==> src/rtl/lcd_pattern_gen_if.sv <==
// LCD panel bus: pattern select in, sync/enable/colour out.
// Master is the pattern generator; slave is the panel side.
interface lcd_pattern_gen_if #(
  parameter int COLOR_W = 8
);
  logic [1:0]         i_mode;
  logic               o_grest;
  logic               o_hd;
  logic               o_vd;
  logic               o_den;
  logic               o_frame_start;
  logic [COLOR_W-1:0] o_r;
  logic [COLOR_W-1:0] o_g;
  logic [COLOR_W-1:0] o_b;

  modport master (
    input  i_mode,
    output o_grest, o_hd, o_vd, o_den, o_frame_start, o_r, o_g, o_b
  );

  modport slave (
    output i_mode,
    input  o_grest, o_hd, o_vd, o_den, o_frame_start, o_r, o_g, o_b
  );
endinterface

==> src/rtl/lcd_pattern_gen.sv <==
// LCD timing + test-pattern generator, one clock per pixel.
// Patterns: 0 vertical bars, 1 horizontal bars, 2 checkerboard,
// 3 scrolling vertical bars. MODE is latched only at frame start.
// All outputs are registered and describe the previous cycle's counters.
// Optional macro LCD_PATTERN_BORDER_EN forces a white 1-pixel frame border.
// Assumes non-zero horizontal and vertical blanking, and that SCROLL_STEP
// is smaller than the number of clocks in the vertical back porch, since
// the offset is advanced one pixel per clock after frame start.
module lcd_pattern_gen #(
  parameter int BACK_PORCH_X  = 216,
  parameter int BACK_PORCH_Y  = 35,
  parameter int FRONT_PORCH_X = 40,
  parameter int FRONT_PORCH_Y = 10,
  parameter int SCREEN_SIZE_X = 800,
  parameter int SCREEN_SIZE_Y = 480,
  parameter int NUM_BARS      = 8,
  parameter int COLOR_W       = 8,
  parameter int CHECK_LOG2    = 5,
  parameter int SCROLL_STEP   = 4
)(
  input  logic                  i_clk,
  input  logic                  i_rst_n,
  lcd_pattern_gen_if.master     bus
);
  localparam int H_TOTAL = BACK_PORCH_X + SCREEN_SIZE_X + FRONT_PORCH_X;
  localparam int V_TOTAL = BACK_PORCH_Y + SCREEN_SIZE_Y + FRONT_PORCH_Y;
  localparam int HW = $clog2(H_TOTAL + 1);
  localparam int VW = $clog2(V_TOTAL + 1);
  localparam int XW = $clog2(SCREEN_SIZE_X + 1);
  localparam int YW = $clog2(SCREEN_SIZE_Y + 1);
  localparam int SW = $clog2(SCROLL_STEP + 1);

  localparam logic [HW-1:0] H_LAST  = HW'(H_TOTAL - 1);
  localparam logic [VW-1:0] V_LAST  = VW'(V_TOTAL - 1);
  localparam logic [HW-1:0] HA_LO   = HW'(BACK_PORCH_X);
  localparam logic [HW-1:0] HA_HI   = HW'(BACK_PORCH_X + SCREEN_SIZE_X);
  localparam logic [VW-1:0] VA_LO   = VW'(BACK_PORCH_Y);
  localparam logic [VW-1:0] VA_HI   = VW'(BACK_PORCH_Y + SCREEN_SIZE_Y);
  localparam logic [HW-1:0] HX_MASK = HW'(1) << CHECK_LOG2;
  localparam logic [VW-1:0] VY_MASK = VW'(1) << CHECK_LOG2;
  localparam logic [XW-1:0] X_LAST  = XW'(SCREEN_SIZE_X - 1);
  localparam logic [XW-1:0] BW_LAST = XW'(SCREEN_SIZE_X / NUM_BARS - 1);
  localparam logic [YW-1:0] BH_LAST = YW'(SCREEN_SIZE_Y / NUM_BARS - 1);
  localparam logic [5:0]    BAR_LAST = 6'(NUM_BARS - 1);
  localparam logic [SW-1:0] STEP    = SW'(SCROLL_STEP);

  // Position along the (possibly wrapped) line, pixel-in-bar and bar index.
  typedef struct packed {
    logic [XW-1:0] pos;
    logic [XW-1:0] px;
    logic [5:0]    bar;
  } col_t;

  typedef struct packed {
    logic [YW-1:0] px;
    logic [5:0]    bar;
  } row_t;

  // One pixel step; the last bar absorbs the remainder pixels.
  function automatic col_t f_col_step(input col_t c);
    col_t n;
    n = c;
    if (c.pos == X_LAST) begin
      n = '0;
    end else begin
      n.pos = c.pos + XW'(1);
      if (c.px == BW_LAST && c.bar != BAR_LAST) begin
        n.px  = '0;
        n.bar = c.bar + 6'd1;
      end else begin
        n.px = c.px + XW'(1);
      end
    end
    return n;
  endfunction

  function automatic row_t f_row_step(input row_t r);
    row_t n;
    n = r;
    if (r.px == BH_LAST && r.bar != BAR_LAST) begin
      n.px  = '0;
      n.bar = r.bar + 6'd1;
    end else begin
      n.px = r.px + YW'(1);
    end
    return n;
  endfunction

  logic [HW-1:0] r_hcount;
  logic [VW-1:0] r_vcount;
  logic [1:0]    r_mode;
  col_t          r_off;
  logic [SW-1:0] r_pend;
  col_t          r_col;
  row_t          r_row;

  logic               r_grest, r_hd, r_vd, r_den, r_fs;
  logic [COLOR_W-1:0] r_r, r_g, r_b;

  logic       w_hact, w_vact, w_act, w_fs, w_hwrap;
  logic       w_cx, w_cy;
  logic [2:0] w_idx;
  logic [2:0] w_rgb;

  assign w_hact  = (r_hcount >= HA_LO) && (r_hcount < HA_HI);
  assign w_vact  = (r_vcount >= VA_LO) && (r_vcount < VA_HI);
  assign w_act   = w_hact && w_vact;
  assign w_fs    = (r_hcount == '0) && (r_vcount == '0);
  assign w_hwrap = (r_hcount == H_LAST);
  assign w_cx    = |((r_hcount - HA_LO) & HX_MASK);
  assign w_cy    = |((r_vcount - VA_LO) & VY_MASK);

  // Timing counters, mode latch, scroll offset and bar walkers.
  always_ff @(posedge i_clk or negedge i_rst_n) begin
    if (!i_rst_n) begin
      r_hcount <= '0;
      r_vcount <= '0;
      r_mode   <= '0;
      r_off    <= '0;
      r_pend   <= '0;
      r_col    <= '0;
      r_row    <= '0;
    end else begin
      r_hcount <= w_hwrap ? '0 : r_hcount + HW'(1);
      if (w_hwrap)
        r_vcount <= (r_vcount == V_LAST) ? '0 : r_vcount + VW'(1);

      // Offset moves one pixel per clock during vertical blanking so the
      // bar preload never needs a divider.
      if (w_fs) begin
        r_mode <= bus.i_mode;
        if (r_mode == 2'd3) r_pend <= STEP;
      end else if (r_pend != '0) begin
        r_off  <= f_col_step(r_off);
        r_pend <= r_pend - SW'(1);
      end

      // Column walker: preloaded in horizontal blanking, steps per pixel.
      if (w_hact)
        r_col <= f_col_step(r_col);
      else
        r_col <= (r_mode == 2'd3) ? r_off : '0;

      // Row walker: steps on each line wrap inside the active rows.
      if (w_hwrap)
        r_row <= w_vact ? f_row_step(r_row) : '0;
    end
  end

  // Palette index for the current pixel.
  always_comb begin
    w_idx = 3'd0;
    case (r_mode)
      2'd1:    w_idx = r_row.bar[2:0];
      2'd2:    w_idx = (w_cx ^ w_cy) ? 3'd7 : 3'd0;
      default: w_idx = r_col.bar[2:0];
    endcase
`ifdef LCD_PATTERN_BORDER_EN
    if (r_hcount == HA_LO || r_hcount == HA_HI - HW'(1) ||
        r_vcount == VA_LO || r_vcount == VA_HI - VW'(1))
      w_idx = 3'd0;
`endif
    // white, yellow, cyan, green, magenta, red, blue, black
    w_rgb = {~w_idx[1], ~w_idx[2], ~w_idx[0]};
  end

  // Registered panel outputs, one clock behind the counters.
  always_ff @(posedge i_clk or negedge i_rst_n) begin
    if (!i_rst_n) begin
      r_grest <= 1'b0;
      r_hd    <= 1'b1;
      r_vd    <= 1'b1;
      r_den   <= 1'b0;
      r_fs    <= 1'b0;
      r_r     <= '0;
      r_g     <= '0;
      r_b     <= '0;
    end else begin
      r_grest <= 1'b1;
      r_hd    <= (r_hcount != '0);
      r_vd    <= (r_vcount != '0);
      r_den   <= w_act;
      r_fs    <= w_fs;
      r_r     <= {COLOR_W{w_act & w_rgb[2]}};
      r_g     <= {COLOR_W{w_act & w_rgb[1]}};
      r_b     <= {COLOR_W{w_act & w_rgb[0]}};
    end
  end

  assign bus.o_grest       = r_grest;
  assign bus.o_hd          = r_hd;
  assign bus.o_vd          = r_vd;
  assign bus.o_den         = r_den;
  assign bus.o_frame_start = r_fs;
  assign bus.o_r           = r_r;
  assign bus.o_g           = r_g;
  assign bus.o_b           = r_b;
endmodule

==> src/flat_wrapper.sv <==
// flat-port wrapper written by rule: the top's interface ports become plain ports
module lcd_pattern_gen_flat 
#(
  parameter int BACK_PORCH_X  = 216,
  parameter int BACK_PORCH_Y  = 35,
  parameter int FRONT_PORCH_X = 40,
  parameter int FRONT_PORCH_Y = 10,
  parameter int SCREEN_SIZE_X = 800,
  parameter int SCREEN_SIZE_Y = 480,
  parameter int NUM_BARS      = 8,
  parameter int COLOR_W       = 8,
  parameter int CHECK_LOG2    = 5,
  parameter int SCROLL_STEP   = 4
)
  (i_clk, i_rst_n, bus_i_mode, bus_o_grest, bus_o_hd, bus_o_vd, bus_o_den, bus_o_frame_start, bus_o_r, bus_o_g, bus_o_b);
  lcd_pattern_gen_if #(.COLOR_W(COLOR_W)) bus_i ();
  input  logic i_clk;
  input  logic i_rst_n;
  input wire logic [$bits(bus_i.i_mode)-1:0] bus_i_mode;
  output wire logic [$bits(bus_i.o_grest)-1:0] bus_o_grest;
  output wire logic [$bits(bus_i.o_hd)-1:0] bus_o_hd;
  output wire logic [$bits(bus_i.o_vd)-1:0] bus_o_vd;
  output wire logic [$bits(bus_i.o_den)-1:0] bus_o_den;
  output wire logic [$bits(bus_i.o_frame_start)-1:0] bus_o_frame_start;
  output wire logic [$bits(bus_i.o_r)-1:0] bus_o_r;
  output wire logic [$bits(bus_i.o_g)-1:0] bus_o_g;
  output wire logic [$bits(bus_i.o_b)-1:0] bus_o_b;
  assign bus_i.i_mode = bus_i_mode;
  assign bus_o_grest = bus_i.o_grest;
  assign bus_o_hd = bus_i.o_hd;
  assign bus_o_vd = bus_i.o_vd;
  assign bus_o_den = bus_i.o_den;
  assign bus_o_frame_start = bus_i.o_frame_start;
  assign bus_o_r = bus_i.o_r;
  assign bus_o_g = bus_i.o_g;
  assign bus_o_b = bus_i.o_b;
  lcd_pattern_gen #(.BACK_PORCH_X(BACK_PORCH_X), .BACK_PORCH_Y(BACK_PORCH_Y), .FRONT_PORCH_X(FRONT_PORCH_X), .FRONT_PORCH_Y(FRONT_PORCH_Y), .SCREEN_SIZE_X(SCREEN_SIZE_X), .SCREEN_SIZE_Y(SCREEN_SIZE_Y), .NUM_BARS(NUM_BARS), .COLOR_W(COLOR_W), .CHECK_LOG2(CHECK_LOG2), .SCROLL_STEP(SCROLL_STEP)) u_core (.i_clk(i_clk), .i_rst_n(i_rst_n), .bus(bus_i));
endmodule
==> config.mk <==
export PLATFORM = sky130hd
export DESIGN_NAME = lcd_pattern_gen_flat
export DESIGN_NICKNAME = d
export VERILOG_FILES = /design/src/rtl/lcd_pattern_gen_if.sv /design/src/rtl/lcd_pattern_gen.sv /design/src/flat_wrapper.sv
export SDC_FILE = /design/constraint.sdc
export NUM_CORES = 1
export LEC_CHECK = 0
export ABC_AREA = 1
export CAP_MARGIN = 15
export CORE_MARGIN = 2
export CORE_UTILIZATION = 55
export DETAILED_ROUTE_END_ITERATION = 7
export PLACE_DENSITY_LB_ADDON = 0.08
export RECOVER_POWER = 50
export SYNTH_ARGS = -nofsm -noshare
export SYNTH_HDL_FRONTEND = slang
export SYNTH_SLANG_ARGS = --single-unit
export TNS_END_PERCENT = 20
==> constraint.sdc <==
create_clock -name i_clk -period 2 [get_ports i_clk]
set_clock_uncertainty 0.1 [all_clocks]
set_input_delay 0.6 -clock i_clk [delete_from_list [all_inputs] [get_ports i_clk]]
set_output_delay 0.6 -clock i_clk [all_outputs]
set_load 0.05 [all_outputs]
# --- Word level (Yosys, flattened, before mapping) ---
# Cells that the tools add are included.
op_classes:
  order_cmp: 4
  mux: 18
  reduce_logical: 18
  n_eq_ne: 16
  n_addsub: 13
  bitwise_logic: 8
ops:
  columns: ["cell", "count"]
  rows:
  - ["26-bit 2-to-1 mux", 4]
  - ["10-bit by 1-bit adder with 10-bit output (second input constant)", 5]
  - ["10-bit == test (second input constant)", 3]
  - ["10-bit 2-to-1 mux", 3]
  - ["10-bit by 7-bit == test with 1-bit output (second input constant)", 2]
  - ["6-bit by 1-bit adder with 6-bit output (second input constant)", 3]
  - ["6-bit 2-to-1 mux", 3]
  - ["6-bit by 3-bit inequality test with 1-bit output (second input constant)", 3]
  - ["15-bit 2-to-1 mux", 1]
  - ["3-bit 2-to-1 mux", 4]
  - ["11-bit by 1-bit adder with 11-bit output (second input constant)", 1]
  - ["11-bit == test (second input constant)", 1]
  - ["11-bit by 8-bit >= comparator with 1-bit output (second input constant)", 1]
  - ["11-bit zero test", 1]
  - ["11-bit by 10-bit < comparator with 1-bit output (second input constant)", 1]
  - ["11-bit 2-to-1 mux", 1]
  - ["11-bit nonzero test", 1]
  - ["10-bit by 6-bit >= comparator with 1-bit output (second input constant)", 1]
  - ["10-bit zero test", 1]
  - ["10-bit < comparator (second input constant)", 1]
  - ["10-bit nonzero test", 1]
  - ["9-bit by 1-bit adder with 9-bit output (second input constant)", 1]
  - ["9-bit by 6-bit == test with 1-bit output (second input constant)", 1]
  - ["9-bit 2-to-1 mux", 1]
  - ["other kinds (16)", 32]
word_totals:
  out_inout_bits: 29
  ff_bits: 101
  input_bits: 4
  elab_cells: 97

# --- Depth between registers and ports, before layout ---
depth:
  depth_word: 6
  ltp_mapped: 12
  ltp_nobuf: 11

# --- Worst setup path before layout ---
# Ideal clock, no wire load.
synth_timing:
  kind: "reg-to-output"
  from: "reg, netlist name u_core.bus.o_b[0]"
  to: "out bus_o_b[1]"
  t_arrival_ns: 0.996
  required_ns: 1.300
  path_buffers: 1
  path_slack_ns: 0.304
  stages_incl_launch_ff: 2
  path_cell_list: "dfrtp_1 > buf_4"
synth_lines:
  columns: ["item", "line", "rtl"]
  rows:
  - ["end, declared", "flat_wrapper.sv:27", "output wire logic [$bits(bus_i.o_b)-1:0] bus_o_b;"]
# No word-level cell between the ends.

# --- Final worst setup path ---
layout_timing:
  from: "reg u_core.r_col[16] (netlist name)"
  to: "reg u_core.r_col[24] (netlist name)"
layout_between:
  elab_chain_cells: 3
  word_cells_on_any_way: 4
  cone_classes: "add/sub (1); eq/ne (1); mux (2)"
layout_rtl:
  columns: ["item", "line", "rtl"]
  rows:
  - ["start, declared", "lcd_pattern_gen.sv:94", "col_t r_col;"]
  - ["start signal, assigned", "lcd_pattern_gen.sv:140", "r_col <= f_col_step(r_col);"]
  - ["start signal, assigned", "lcd_pattern_gen.sv:142", "r_col <= (r_mode == 2'd3) ? r_off : '0;"]
  - ["10-bit by 1-bit adder with 10-bit output or 10-bit == test (tied branches)", "lcd_pattern_gen.sv:66, lcd_pattern_gen.sv:63", null]
  - ["26-bit 2-to-1 mux *", "lcd_pattern_gen.sv:63", "if (c.pos == X_LAST) begin"]
  - ["26-bit 2-to-1 mux *", "lcd_pattern_gen.sv:139", "if (w_hact)"]
# Mark *: on every way between the ends. The rest lies on a longest branch, timed or not.
# A chain may end at the register's enable or synchronous reset.

==> results.cfg <==
[route]
drt_wl_total_um = 13500
drt_pre_antenna_iters = 6
drt_iter0_drc = 374
drt_antenna_net_count = 0
vias_per_cell = 5.34
drt-wirelength-per-cell_um = 13.6
num_vias = 5286
drt_drc_violations_left = 0

[critical_path]
worst_path_required_time_ns = 2.13
worstReg2RegStart = u_core.r_col[16]
timing.critical_path.arrival_ns = 1.98
r2r.worst_path.cells = 9
timing.rr.end = u_core.r_col[24]
setup.worst_path.end_class = register
cp-start-kind = register
worstPathMaxFanout = 10
reg2reg_setup_slack_ns = 0.15
timing.setup.critical_path_class = register to register

[global_routing]
grt_remaining_overflow = 0
grt_first_pass_wirelength_um = 22900
track_usage_pct = 24.1
first_global_vias = 4935
grt_antenna_before_repair = 0
largest_net_degree_at_the_start_of_global_routing = 47

[power]
total_leakage_power_nw = 3.53
pwr_density_cell_nw_per_um2 = 561
worst_ir_drop_vdd_uv = 707

[die]
floorplan.core_area_um2 = 10900
die_area_um2 = 12200
die_height_um = 110
num_rows = 38
design.portCount = 33
chipWidth_um = 110
initial_utilization_pct = 56.8

[clocking]
cts.reportedPaths.clkPinSlew_ns = 0.07
tritoncts_clock_tree = built
cts.hold.buffers_added = 0
clockBufferDepth = 2
cts_buffer_count = 9
clock_tree.root_cell = sky130_fd_sc_hd__clkbuf_16
cts_num_sinks = 101
cts-htree-levels = 3
insertion_delay_ns = 0.36

[layout]
drive_above_1_share_pct = 16.6
multi_input_area_um2 = 3080
final_nets = 866
antenna_cells_inserted = 0
finish.cell_count_without_fillers = 990
area_taken_by_flip_flops_and_latches_um2 = 2530
areaGrowthSynthToFinish_pct = 17.5
fillers = 914

[timing]
worst_pin_slew_ns = 1.22
finalSetupViolations = 0
final_max_slew_viol_count = 0
setup_repair_after_global_routing_missed_its_margin = true
post-route-min-period_ns = 1.85
timing.final.hold_violations = 0
relative_max_transition_margin_pct = 18.9
fmax_mhz = 541
min_period_over_period_pct = 92.5
whs_ns = 0.379

[placement]
placedCellCount = 964
place.port_buffers = 32
dpl.hpwl_um = 9900
gp_congestion = 0.939

[job]
maxCapViolations = 0

[synthesis]
synth.top_cells.by_count = 222 x sky130_fd_sc_hd__nand2_1, 99 x sky130_fd_sc_hd__dfrtp_1, 83 x sky130_fd_sc_hd__inv_1
synth_top_cell_area_share_pct = 39.9
yosys-top-cells-area = sky130_fd_sc_hd__dfrtp_1 40%, sky130_fd_sc_hd__nand2_1 13%, sky130_fd_sc_hd__nand3_1 5.2%
synth.most_common_cell = sky130_fd_sc_hd__nand2_1
synth_cells = 807
dominantRegCellSynth = sky130_fd_sc_hd__dfrtp_1
post_synth_instance_area_um2 = 6210
yosysWarningCount = 0
seq_area_frac_synth_pct = 40.7
postSynth.asyncResetShare_pct = 100
netlist.top_cell.by_area = sky130_fd_sc_hd__dfrtp_1
synth-edff-count = 0
synth.lib_cells_used.distinct = 36
synth.ff_latch_count = 101
mappedNetlistNets = 828
synth.avg_cell_area_um2 = 7.69

[hold_path]
worstHoldPathType = primary input to async pin

[run_status]
result_of_the_run = complete, no violations
how the worst max path moves through the flow:
stage | startpoint | endpoint | slack (ns) | cells past startpoint
6_report | u_core.r_col[16] | u_core.r_col[24] | 0.15 | 9
5_1_grt | u_core.r_hcount[0] | u_core.r_vcount[7] | -0.007 | 10
4_1_cts | u_core.r_hcount[0] | u_core.r_vcount[6] | 0.05 | 10
3_5_place_dp | u_core.r_hcount[0] | u_core.r_row[8] | -0.03 | 11
3_3_place_gp | u_core.r_hcount[0] | u_core.r_row[8] | 0.005 | 12
2_1_floorplan | u_core.bus.o_b[0] | bus_o_b[1] | 0.30 | 1
flip-flops by register name, summed over array words and instances, names as in the netlist, 2 cells and up:
signal	count
u_core.r_col	26
u_core.r_hcount	11
u_core.r_mode	2
u_core.r_off	26
u_core.r_pend	3
u_core.r_row	15
u_core.r_vcount	10
per-stage QoR:
stage	setup WS, ns	instance area (um^2)	power [mW]	utilization, %	TNS, ns
2_1_floorplan	0.304	6210	2.12	-	0
5_1_grt	-0.00725	7300	4.23	66.8	-0.0126
4_1_cts	0.0457	7220	4.14	66.0	0
3_5_place_dp	-0.0286	6880	2.19	62.9	-0.130
6_report	0.151	7300	4.09	66.8	0
3_3_place_gp	0.00483	6880	2.19	62.9	0
logic make-up after synthesis:
family	synth area share, %
buffers and inverters	10.0
AOI/OAI and AO/OA	7.58
other	0.0604
DFF	40.7
and+or+nand+nor	32.4
xor gates and xnor gates	5.78
adders and majority gates	3.43
routing by layer:
layer / vias up / global-route usage (%) / routed length (um)
met5: - / 0 / 0
met4: 0 / 7.14 / 154
met3: 10 / 5.29 / 830
met2: 154 / 37.2 / 6040
met1: 2469 / 34.2 / 6480
li1: 2653 / - / -
cell usage in the layout (no fill, tap or decap), drive strengths merged, types with 12 or more instances in the layout:
cell    count
buf        57
inv        93
o21ai      40
nor2       94
nand3      68
dfrtp      99
ha         17
o22ai      16
clkbuf     15
a21oi      12
nand4      26
nand2     236
xor2       32
nor3       16
final cells by class:
type	count	share of cell area (%)
multi-input cells	578	42.1
flip-flops and latches	101	34.7
repair buffers	63	11.4
inverters	92	4.80
clock buffers	11	3.46
well taps	140	2.40
clock inverters	5	1.11
critical path, cell delays in order (launching register included):
cell	delay (ns)
sky130_fd_sc_hd__dfrtp_2	0.42
sky130_fd_sc_hd__ha_1	0.18
sky130_fd_sc_hd__nand2_1	0.09
sky130_fd_sc_hd__nor2_2	0.19
sky130_fd_sc_hd__nand2_1	0.10
sky130_fd_sc_hd__nor2_2	0.17
sky130_fd_sc_hd__nor2_4	0.10
sky130_fd_sc_hd__buf_4	0.15
sky130_fd_sc_hd__inv_2	0.13
sky130_fd_sc_hd__o22ai_2	0.09
power breakdown:
part	internal, mW	leakage, nW	switching (mW)	total (mW)
clock network	1.17	0.162	0.779	1.95
registers	2.05	1.37	0.00446	2.05
logic	0.0263	2.00	0.0709	0.0972
total	3.24	3.53	0.854	4.09
what timing repair did:
| action | in CTS | in global routing |
|---|---|---|
| endpoints found under the setup margin | 8 | 36 |
| gates resized for setup | 2 | 12 |
| gates cloned | 0 | 1 |
| setup buffers | 0 | 9 |
| pin swaps | 0 | 2 |
Power figures use the tool's default switching activity.
